$ cat config.mk
export PLATFORM = sky130hd
export DESIGN_NAME = tlb_plru_victim
export DESIGN_NICKNAME = d
export VERILOG_FILES = /design/src/rtl/tlb_plru_victim.sv
export SDC_FILE = /design/constraint.sdc
export NUM_CORES = 1
export LEC_CHECK = 0
export CAP_MARGIN = 25
export CELL_PAD_IN_SITES_DETAIL_PLACEMENT = 2
export CELL_PAD_IN_SITES_GLOBAL_PLACEMENT = 2
export CORE_AREA = 3 3 69 78
export DETAILED_ROUTE_END_ITERATION = 10
export DIE_AREA = 0 0 72 81
export GPL_ROUTABILITY_DRIVEN = 0
export GPL_TIMING_DRIVEN = 0
export MAX_ROUTING_LAYER = met4
export PLACE_DENSITY = 0.84
export SETUP_SLACK_MARGIN = 0.05
export SYNTH_ARGS = -nofsm -noshare
export SYNTH_HDL_FRONTEND = slang
export SYNTH_SLANG_ARGS = --single-unit
$ cat constraint.sdc
create_clock -name i_clk -period 2.1 [get_ports i_clk]
set_clock_uncertainty 0.2 [all_clocks]
set_input_delay 0.525 -clock i_clk [delete_from_list [all_inputs] [get_ports i_clk]]
set_output_delay 0.525 -clock i_clk [all_outputs]
set_load 0.005 [all_outputs]
$ cat src/rtl/tlb_plru_victim.sv
// Victim selection for an N-way TLB using a heap-indexed tree pseudo-LRU.
// Grants the lowest invalid way or the tree-walk victim and holds it until the fill is acked.
module tlb_plru_victim #(
    parameter int unsigned WAYS  = 8,
    parameter int unsigned IDX_W = $clog2(WAYS)
) (
    input  logic             i_clk,
    input  logic             i_reset,
    input  logic             i_flush,
    input  logic             i_hit_valid,
    input  logic [WAYS-1:0]  i_hit_way,
    input  logic [WAYS-1:0]  i_way_valid,
    input  logic             i_victim_req,
    output logic             o_victim_valid,
    output logic [WAYS-1:0]  o_victim_way,
    output logic [IDX_W-1:0] o_victim_idx,
    input  logic             i_fill_ack,
    output logic             o_busy,
    output logic [WAYS-1:0]  o_plru_state
);

    typedef enum logic {StIdle, StGrant} state_e;

    state_e           r_state;
    logic [WAYS-1:0]  r_plru;
    logic [WAYS-1:0]  r_victim_way;
    logic [IDX_W-1:0] r_victim_idx;

    logic [IDX_W-1:0] w_hit_idx;
    logic             w_hit_touch;
    logic             w_fill_touch;
    logic [WAYS-1:0]  w_after_fill;
    logic [WAYS-1:0]  w_plru_next;
    logic [IDX_W-1:0] w_inv_idx;
    logic [IDX_W-1:0] w_walk_idx;
    logic [IDX_W-1:0] w_pick_idx;
    logic [WAYS-1:0]  w_pick_way;

    // Point every node on the path to way idx away from it.
    function automatic logic [WAYS-1:0] f_touch(input logic [WAYS-1:0]  s,
                                                input logic [IDX_W-1:0] idx);
        logic [WAYS-1:0] t;
        logic [IDX_W:0]  n;
        t = s;
        n = {{IDX_W{1'b0}}, 1'b1};
        for (int l = IDX_W - 1; l >= 0; l--) begin
            t[n[IDX_W-1:0]] = ~idx[l];
            n = {n[IDX_W-1:0], idx[l]};
        end
        return t;
    endfunction

    // Follow the direction bits from the root; the leaf offset is the victim index.
    function automatic logic [IDX_W-1:0] f_walk(input logic [WAYS-1:0] s);
        logic [IDX_W:0] n;
        n = {{IDX_W{1'b0}}, 1'b1};
        for (int l = 0; l < IDX_W; l++) begin
            n = {n[IDX_W-1:0], s[n[IDX_W-1:0]]};
        end
        return n[IDX_W-1:0];
    endfunction

    always_comb begin
        w_hit_idx = '0;
        for (int i = 0; i < WAYS; i++) begin
            if (i_hit_way[i]) begin
                w_hit_idx = w_hit_idx | IDX_W'(i);
            end
        end
        w_inv_idx = '0;
        for (int i = WAYS - 1; i >= 0; i--) begin
            if (!i_way_valid[i]) begin
                w_inv_idx = IDX_W'(i);
            end
        end
    end

    always_comb begin
        w_hit_touch  = i_hit_valid && (i_hit_way != '0);
        w_fill_touch = (r_state == StGrant) && i_fill_ack;
        w_after_fill = w_fill_touch ? f_touch(r_plru, r_victim_idx) : r_plru;
        // Hit is applied last so it wins on nodes shared with the fill path.
        w_plru_next  = w_hit_touch ? f_touch(w_after_fill, w_hit_idx) : w_after_fill;
        w_walk_idx   = f_walk(r_plru);
        w_pick_idx   = (&i_way_valid) ? w_walk_idx : w_inv_idx;
        w_pick_way   = '0;
        w_pick_way[w_pick_idx] = 1'b1;
    end

    always_ff @(posedge i_clk) begin
        if (i_reset) begin
            r_state      <= StIdle;
            r_plru       <= '0;
            r_victim_way <= '0;
            r_victim_idx <= '0;
        end else if (i_flush) begin
            r_state      <= StIdle;
            r_plru       <= '0;
            r_victim_way <= '0;
            r_victim_idx <= '0;
        end else begin
            r_plru <= w_plru_next;
            case (r_state)
                StIdle: begin
                    if (i_victim_req) begin
                        r_state      <= StGrant;
                        r_victim_way <= w_pick_way;
                        r_victim_idx <= w_pick_idx;
                    end
                end
                StGrant: begin
                    if (i_fill_ack) begin
                        r_state      <= StIdle;
                        r_victim_way <= '0;
                        r_victim_idx <= '0;
                    end
                end
                default: r_state <= StIdle;
            endcase
        end
    end

    assign o_busy         = (r_state == StGrant);
    assign o_victim_valid = (r_state == StGrant);
    assign o_victim_way   = r_victim_way;
    assign o_victim_idx   = r_victim_idx;
    assign o_plru_state   = r_plru;

endmodule

## Word level (Yosys, flattened, before mapping)

Index checks and enable logic that the tools add are counted.

- Logic and storage cells: 83
- Output and inout port bits: 21
- Input bits: 22
- Register bits: 20

- Eq/ne operators: 2
- Reductions and logical operators: 12
- Multiplexer cells: 45
- Bitwise logic cells: 7
- $lt $le $gt $ge: 12

Operators with widths:

| cell | count |
|---|---|
| 3-bit 2-to-1 mux | 15 |
| 8-bit bitwise mux | 4 |
| 8-bit 2-to-1 mux | 4 |
| 3-bit by 4-bit < comparator with 1-bit output, second input constant | 4 |
| 8-bit case mux with 2 select lines | 1 |
| 2-bit by 4-bit < comparator with 1-bit output, second input constant | 3 |
| 1-bit 2-to-1 mux | 11 |
| 3-bit by 1-bit greater-or-equal comparator with 1-bit output, second input constant | 3 |
| 8-bit AND reduction | 1 |
| 8-bit nonzero test | 1 |
| 1-bit logical AND | 7 |
| 1-bit NOT | 7 |
| 3-bit case mux with 2 select lines | 1 |
| 1-bit demux with 2-bit select | 2 |
| 2-bit by 1-bit greater-or-equal comparator with 1-bit output, second input constant | 2 |
| 2-bit 2-to-1 mux | 2 |
| 2-bit inequality test, second input constant | 2 |
| 1-bit demux with 3-bit select | 1 |
| 1-bit binary-select mux with 2-bit select | 1 |
| 1-bit demux with 1-bit select | 2 |
| 1-bit case mux with 2 select lines | 1 |
| 2-bit AND reduction | 1 |
| 2-bit nonzero test | 1 |
| 2-bit OR reduction | 1 |

## Longest topological paths before layout

- Depth after elaboration: 15
- Depth in mapped cells: 6
- Depth with buffers taken out: 5

## Least setup slack after synthesis

Ideal clock, no wire load.

- Path type: input-to-reg
- From: in i_flush
- To: reg r_victim_way[7] (netlist: o_victim_way[7])
- Required time: 1840 ps
- Library setup time: 60 ps
- Arrival: 1424 ps
- Buffers on the path: 1
- Path slack: 417 ps
- Stages: 6
- Cell sequence: or2_1 buf_6 nor2_4 nand2_1 nor3_1 a22o_1

- Longest elaborated chain between the ends: 1

Ends and longest elaborated chain:

| what | RTL line | RTL |
|---|---|---|
| start: declaration | 9 | `input logic i_flush,` |
| 2-bit OR reduction (no source line) | -- |  |
| end signal: assignment | 107 | `r_victim_way <= w_pick_way;` |
| end: declaration | 26 | `logic [WAYS-1:0] r_victim_way;` |

Every way passes these cells.
A chain may end at the register's enable or synchronous reset.

## Worst setup path after layout

- From: in i_way_valid[6]
- To: reg r_victim_way[1] (netlist: o_victim_way[1])

- Longest elaborated chain between the ends: 14
- Elaborated cells between the ends (all ways): 16
- Classes of those cells: 2 x order compare; 12 x mux; 2 x reduce/logical

Ends and longest elaborated chain:

| what | RTL line | RTL |
|---|---|---|
| start: declaration | 12 | `input logic [WAYS-1:0] i_way_valid,` |
| 3-bit 2-to-1 mux (7 in series) | 72 | `if (!i_way_valid[i]) begin` |
| 3-bit 2-to-1 mux (*) | 85 | `w_pick_idx = (&i_way_valid) ? w_walk_idx : w_inv_idx;` |
| 3-bit by 4-bit < comparator with 1-bit output (not written as such) / 3-bit by 1-bit greater-or-equal comparator with 1-bit output (equally long branches) | 87 | `w_pick_way[w_pick_idx] = 1'b1;` |
| 1-bit logical AND (not written as such) | 87 |  |
| 1-bit 2-to-1 mux (not written as such) | 87 |  |
| 1-bit demux with 3-bit select (*) | 87 |  |
| 8-bit 2-to-1 mux (*) | 105 | `if (i_victim_req) begin` |
| 8-bit case mux with 2 select lines (*) | 103 | `case (r_state)` |

Mark *: on every way between the ends. The rest lies on a longest branch, timed or not. The select of a mux whose other input is x is not followed.

==> results.sh <==
export IMPL_startpoint="i_way_valid[6]"
export IMPL_r2r_end="o_victim_way[1]$_SDFFE_PP0P_"
export IMPL_hp_start="o_victim_way[6]$_SDFFE_PP0P_"
export IMPL_grt_max_degree=11
export IMPL_min_path_cells=2
export IMPL_io_pins=43
export IMPL_postRouteAntennaNets=0
export IMPL_setup_viol=0
export IMPL_cts_buffers_inserted=3
export IMPL_dieArea_mm2=0.00583
export IMPL_period_needed_ps=2070
export IMPL_cts_tree="built"
export IMPL_vias_per_cell=5.01
export IMPL_placed_cell_area_mm2=0.00159
export IMPL_start_util_pct=23.8
export IMPL_clock_latency_ps=260
export IMPL_yosys_warnings=0
export IMPL_ys_flop_type="dfxtp_1"
export IMPL_fin_hold_ws_ps=270
export IMPL_track_usage_pct=14.4
export IMPL_ctsHtreeMaxLevel=1
export IMPL_finalWirelength_mm=3.95
export IMPL_clock_sinks=19
export IMPL_netlist_cell_type_count=43
export IMPL_fmax_ghz=0.484
export IMPL_hold_viol=0
export IMPL_drc=0
export IMPL_port_buffers=41
export IMPL_ys_seq_area_share_pct=34.4
export IMPL_fin_crit_sh_pct=98.4
export IMPL_synth_nets=147
export IMPL_dp_hpwl_mm=3.10
export IMPL_hold_buffers=0
export IMPL_n_antenna_cell=0
export IMPL_power_per_cell_area_mw_per_mm2=455
export IMPL_final_nets=197
export IMPL_drt_iter0_drc=39
export IMPL_grt_pass1_wl_mm=6.40
export IMPL_firstDrtPassIters=3
export IMPL_min_to="o_victim_way[6]$_SDFFE_PP0P_"
export IMPL_peakVddDrop_v=0.000214
export IMPL_postLayoutCoreUtil_pct=37.7
export IMPL_vias=1153
export IMPL_status="finished clean"
export IMPL_async_reset_ff_share_pct=0
export IMPL_wl_per_cell_um=17.2
export IMPL_synthesis_area_mm2=0.00111
export IMPL_max_slew_worst_pin_slew_ps=588
export IMPL_critPathArrivalTime_ps=2080
export IMPL_reg2reg_depth=5
export IMPL_final_common_cell="clkdlybuf4s50_1"
export IMPL_clock_path_buffers=2
export IMPL_cp_start_kind="primary input"
export IMPL_max_slew_margin_pct=60.5
export IMPL_clk_pin_slew_ps=80
export IMPL_die_w_um=72
export IMPL_synth_edff_count=0
export IMPL_crit_type="in2reg"
export IMPL_critPathMaxFanout=6
export IMPL_rsz0062_at_grt="false"
export IMPL_drv_slew=0
export IMPL_worst_ep_required_time_ps=2110
export IMPL_hold_class="reg2reg"
export IMPL_grt_pass1_vias=1288
export IMPL_area_growth_syn_to_layout_pct=58.7
export IMPL_grt_ovfl_total=0
export IMPL_p_leak_nw=0.676
export IMPL_num_rows=26
export IMPL_netlist_instances=125
export IMPL_final_cell_area_mm2=0.00176
export IMPL_mostFrequentLayoutCells="clkdlybuf4s50_1, dfxtp_1, nand2_1"
export IMPL_max_cap_violations=0
export IMPL_antenna_found_initial=0
export IMPL_die_h_um=81
export IMPL_cts_root_buf="clkbuf_8"
export IMPL_avgSynthCellArea_um2=8.85
export IMPL_drive_above_1_share_pct=22.4
export IMPL_synth_seq_cells=19
export IMPL_core_area_mm2=0.00465
export IMPL_worstReg2RegStart="o_plru_state[1]$_SDFFE_PP0P_"
export IMPL_end_kind="flip-flop"
export IMPL_r2r_slack_ps=360
-- cells by family (layout without fill, tap and decap cells) --
family	Yosys count	in the layout	share of synthesized area, %
compound gates	35	35	24.5
buf+inv	8	57	4.30
flops	19	19	34.4
mux	7	7	6.79
other cells	1	1	0.339
simple gates	55	55	29.6
-- report_power, final --
part	leakage (nW)	switching [W]	internal, W
logic	0.497	0.0000745	0.0000811
registers	0.156	0.00000704	0.000366
clock network	0.0228	0.000135	0.000136
-- layout make-up --
class,instances,area (um2)
buffer,6,40.0
clock buffer,4,45.0
fill,511,2900
inverter,2,7.51
multi-input combinational,98,749
sequential,19,388
tap,56,70.1
timing repair buffer,45,455
-- worst max path at each step --
stage | to | cells past startpoint | slack, ps
2_1_floorplan | o_victim_way[7]$_SDFFE_PP0P_ | 6 | 420
3_3_place_gp | o_victim_way[1]$_SDFFE_PP0P_ | 6 | -240
5_1_grt | o_victim_way[1]$_SDFFE_PP0P_ | 6 | 0.3
6_report | o_victim_way[1]$_SDFFE_PP0P_ | 6 | 30
3_5_place_dp | o_victim_way[1]$_SDFFE_PP0P_ | 6 | -350
4_1_cts | o_victim_way[1]$_SDFFE_PP0P_ | 6 | 40
-- cell usage after synthesis, types with 2 or more instances --
library cell / instances / area share [%]
a211oi_1: 2 / 1.4
a21oi_1: 5 / 2.3
a22o_1: 4 / 3.2
and2_1: 2 / 1.1
and3_1: 2 / 1.1
buf_2: 2 / 0.91
buf_4: 2 / 1.4
dfxtp_1: 19 / 34
inv_1: 2 / 0.68
mux2i_1: 6 / 5.4
nand2_1: 16 / 5.4
nand2b_1: 4 / 2.3
nand3_1: 2 / 0.91
nand4_1: 2 / 1.1
nor2_1: 10 / 3.4
nor2b_1: 2 / 1.1
nor2b_4: 2 / 2.5
nor3_1: 4 / 1.8
nor4_1: 2 / 1.1
nor4_2: 3 / 3.4
o21ai_0: 8 / 3.6
o31ai_1: 3 / 2.0
-- routing by layer --
metal | track usage [%] | part of all wire, % | vias to the layer above
met5 | - | 0 | -
met4 | 6.20 | 1.8 | 0
met3 | 1.73 | 2.9 | 5
met2 | 27.1 | 57 | 26
met1 | 15.1 | 39 | 563
li1 | - | - | 559
-- through the flow --
step           TNS [ps]  power [W]  setup WS, ps  cells
6_report              0   0.000799          34.4    230
2_1_floorplan         0   0.000439           417    125
5_1_grt               0   0.000843         0.272    230
3_3_place_gp      -2090   0.000513          -242    222
3_5_place_dp      -3510   0.000520          -346    222
4_1_cts               0   0.000799          37.4    228
-- flip-flops by register name, indices dropped and copies added (netlist names) --
name	flops
o_victim_way	8
o_plru_state	7
o_victim_idx	3
o_busy	1
-- worst max-delay path, cell delays in order --
cell and delay, ps:
clkdlybuf4s50_1 480, nand4_1 270, buf_4 250, o31ai_4 210, buf_4 180, a32o_1 160
-- timing repair --
action / CTS / global route
resized for setup: 6 / 23
pin swaps: 1 / 2
setup endpoints to repair: 11 / 17
setup buffers: 2 / 2
hold endpoints to repair: 0 / 0
Power figures use the tool's default switching activity.
